`src/rtl/gate_check_sat_counter.sv`:
```
// Saturating up-counter; clear has priority over increment and the count
// sticks at all-ones instead of wrapping.
module gate_check_sat_counter #(
  parameter int unsigned W = 8
) (
  input  logic         clk,
  input  logic         clr,
  input  logic         inc,
  output logic [W-1:0] count
);

  always_ff @(posedge clk) begin
    if (clr) begin
      count <= '0;
    end else if (inc && (count != '1)) begin
      count <= count + 1'b1;
    end
  end

endmodule

```
`config.mk`:
```
export PLATFORM = sky130hd
export DESIGN_NAME = gate_check_sat_counter
export DESIGN_NICKNAME = d
export VERILOG_FILES = /design/src/rtl/gate_check_sat_counter.sv
export SDC_FILE = /design/constraint.sdc
export NUM_CORES = 1
export LEC_CHECK = 0
export BUFFER_PORTS_ARGS = -buffer_cell sky130_fd_sc_hd__buf_2
export CAP_MARGIN = 20
export CORE_AREA = 2 2 41 43
export CTS_BUF_LIST = sky130_fd_sc_hd__clkbuf_16
export DETAILED_ROUTE_END_ITERATION = 10
export DIE_AREA = 0 0 43 45
export RECOVER_POWER = 50
export SLEW_MARGIN = 10
export SYNTH_ARGS = -nofsm -noshare
export SYNTH_HDL_FRONTEND = slang
export SYNTH_SLANG_ARGS = --single-unit
```
`constraint.sdc`:
```
create_clock -name clk -period 2.21 [get_ports clk]
set_input_delay 0.1105 -clock clk [delete_from_list [all_inputs] [get_ports clk]]
set_output_delay 0.1105 -clock clk [all_outputs]
set_load 0.05 [all_outputs]
```
After elaboration in Yosys (flattened, before gate mapping)

Cells that the tools add are included.

Flip-flop bits (word level): 8
Latch bits: 0
RAM bits: 0
ROM bits: 0
Bits of input ports: 3
Output and inout port bits: 8
Logic and storage cells: 4
Memories kept: 0

Add/subtract/negate cells: 1
Multiply operators: 0
Divide/modulo/power cells: 0
Order comparisons: 0
Equal/unequal tests: 1
Shift-type cells: 0
Muxes and demuxes: 0
Bitwise operators: 0
Reduce and logical (&&, ||, !) cells: 1

Operator list:

| operator                                    | number |
|---|---|
| adder 8 x 1 -> 8 bit, second input constant | 1 |
| != test 8 bit, second input constant        | 1 |
| logical AND 1 bit                           | 1 |

Longest topological paths before layout

Depth in word-level cells: 2
Depth in mapped cells: 4
Depth with buffers taken out: 4

Worst setup path after synthesis

OpenSTA, ideal clock, no wires.

Path type: reg2reg
From: register count[0]
To: register count[0]
Setup time: 0.121 ns
Arrival: 1.536 ns
Data required time: 2.089 ns
Path slack: 0.553 ns
Stages on the path, launching flop included: 5
Buffers on the path: 0
Clock period less this slack: 1.657 ns
Cells stage by stage: dfxtp_1 ha_1 and3_4 a21boi_4 mux2_4

Word-level cells in the longest chain between the ends: 2
Elaborated cells on any way between the ends: 3
Those cells by class: add/sub: 1; eq/ne: 1; reduce/logical: 1

RTL lines:

| element                                                                      | line | text |
|---|---|---|
| start, declared                                                              | 9    | `output logic [W-1:0] count` |
| start signal, assigned                                                       | 16   | `count <= count + 1'b1;` |
| parallel branches: the longest is 2 deep, another holds adder 8 x 1 -> 8 bit | n/a  |  |

Parallel ways; which one is timed is not known.
A chain may end at the register's enable or synchronous reset.

Worst setup path after layout

Same ends and word-level chain as after synthesis.

==> out/metrics.cfg <==
[outcome]
outcome = finished, final reports clean

[grt]
gr-usage-all-layers_pct = 12.1
grt_pass1_wl_um = 1600
overflow = 0
antenna_found_initial = 0
grt_max_degree = 9
grt_pass1_vias = 340

[clocking]
ctsResizeCount = 0
cts_sinks = 8
cts_hold_buf = 0
clk_path_buf_depth = 2
path_clk_slew_ps = 40
cts_buffers = 3
cts_setup_buffers = 0
cts_tree = yes
htree_levels = 1
cts-root-buf = clkbuf_16
insertion_delay_ps = 230

[finish]
largest_reg_flops = 8
nFillCells = 167
layout-drive-gt1-share_pct = 17.2
top_register = count
area_growth_pct = 28.8
largestRegisters = count (8)
final_cell_mix = dfxtp_1, clkbuf_1, a21oi_1, nand2_1, clkbuf_16
nNetsFinal = 64
diodes = 0

[die]
core-area_mm2 = 0.00147
rows = 14
die_x_um = 43
dieArea_mm2 = 0.00194
io_pins = 11
initial_core_util_pct = 29.3
fp.dieH_um = 45

[power]
ir_worst_vdd_mv = 0.674
leakage_nw = 0.206
switching_share_pct = 20.2
total_power_uw = 493
combPwrFrac_pct = 7.0
p_sw_uw = 99.7
seqPwrFrac_pct = 31.2
intPower_uw = 393
clock_power_share_pct = 61.8
powerDensity_mw_per_mm2 = 889

[timing]
slew_violations = 0
fin_crit_sh_pct = 64.1
worst_pin_slew_ps = 598
whs_ps = 159
fin_crit_ps = 1420
final_hold_viol_count = 0
max_freq_mhz = 706
fin_tns_setup_ps = 0
relSlewSlack_pct = 60.3
skew_ps = 1.12
rsz0062_at_grt = false
setup_violations = 0

[setup_path]
cp-start-kind = register
worstSetupEndpointType = register
worstPathArrival_ps = 1530
crit_fanout = 6
path_class = reg -> reg
worstPathRequired_ps = 2330

[placed_design]
hpwl_um = 662
gp_congestion = 0.756
port_buffers = 10

[route]
viasPerCell = 5.38
drt_iter0_markers = 6
wl_per_cell_um = 13.1
drtAntennaViolNets = 0
vias = 398
drc = 0
wl_um = 967
drtPass1Iterations = 3

[logic_synthesis]
synth_area_per_cell_um2 = 9.36
syn_nets = 50
ys.warnings.count = 0
synthCells = 46
synth_area_um2 = 430
yosysSeqAreaShare_pct = 37.2
synth.distinct_cells = 25
ys_ff_latch = 8

[flow_run]
maxCapViolations = 0

[min_path]
min_path_type = in -> reg

==> stage by stage <==
| step | utilization [%] | std cells | worst slack [ps] | cell area, µm² |
|---|---|---|---|---|
| final | 37.7 | 74 | 793 | 554 |
| after global routing | 37.7 | 74 | 732 | 554 |
| after CTS | 38.4 | 74 | 797 | 564 |
| after detailed placement | 33.2 | 71 | 806 | 489 |
| after global placement | 33.2 | 71 | 826 | 489 |
| after floorplan | - | 46 | 553 | 430 |
==> final cells by class <==
type | count | area, µm² | area share [%]
Multi-Input combinational cell | 36 | 255 | 46.0
Inverter | 1 | 3.75 | 0.677
Tap cell | 16 | 20.0 | 3.61
Timing Repair Buffer | 10 | 40.0 | 7.22
Sequential cell | 8 | 160 | 28.9
Clock buffer | 3 | 75.1 | 13.5
==> metal layers <==
layer  up-vias  GRT usage (%)  wire, µm
met5         -              0         0
met4         0           12.7        43
met3         4           3.60        40
met2        10           15.8       392
met1       184           15.2       490
li1        200              -         -
==> final timing paths <==
check / from / to / cells past startpoint / slack [ps]
min: clr / count[7] / 2 / 160
max: count[0] / count[0] / 4 / 790
min reg2reg: count[1] / count[1] / 2 / 500
max reg2reg: count[0] / count[0] / 4 / 790
==> Yosys cell counts (all sizes together) <==
master,number,area [µm²]
o311a,1,10.0
o21ai,1,5.00
and4,2,17.5
a21boi,2,26.3
nand3,2,10.0
nor2,1,3.75
dfxtp,8,160
inv,1,3.75
o21bai,2,15.0
nand4,2,12.5
nand2b,1,6.26
nor3,2,10.0
a211oi,2,15.0
and2b,1,8.76
nand2,5,18.8
ha,1,12.5
and3,1,11.3
mux2i,1,10.0
or3,1,7.51
buf,1,11.3
a311oi,1,8.76
mux2,1,15.0
a31oi,1,6.26
a21oi,5,25.0
==> power groups by stage <==
stage	sequential (mW)	combinational [mW]	clock [mW]
4_1_cts	0.154	0.0357	0.312
2_1_floorplan	0.168	0.0127	0
5_1_grt	0.154	0.0379	0.316
3_3_place_gp	0.155	0.0359	0
3_5_place_dp	0.156	0.0354	0
6_report	0.154	0.0346	0.305
==> critical path: stages, from the launching register on <==
cell,delay (ps)
dfxtp_1,340
ha_1,260
and3_4,220
a21boi_4,170
mux2_4,310
==> cells by family after synthesis <==
| family | Yosys count | synth area share (%) |
|---|---|---|
| buf+inv | 2 | 3.49 |
| flops | 8 | 37.2 |
| mux | 2 | 5.81 |
| compound gates | 15 | 25.9 |
| simple gates | 18 | 24.7 |
| fa+ha+maj | 1 | 2.91 |
(Power assumes the default switching activity.)
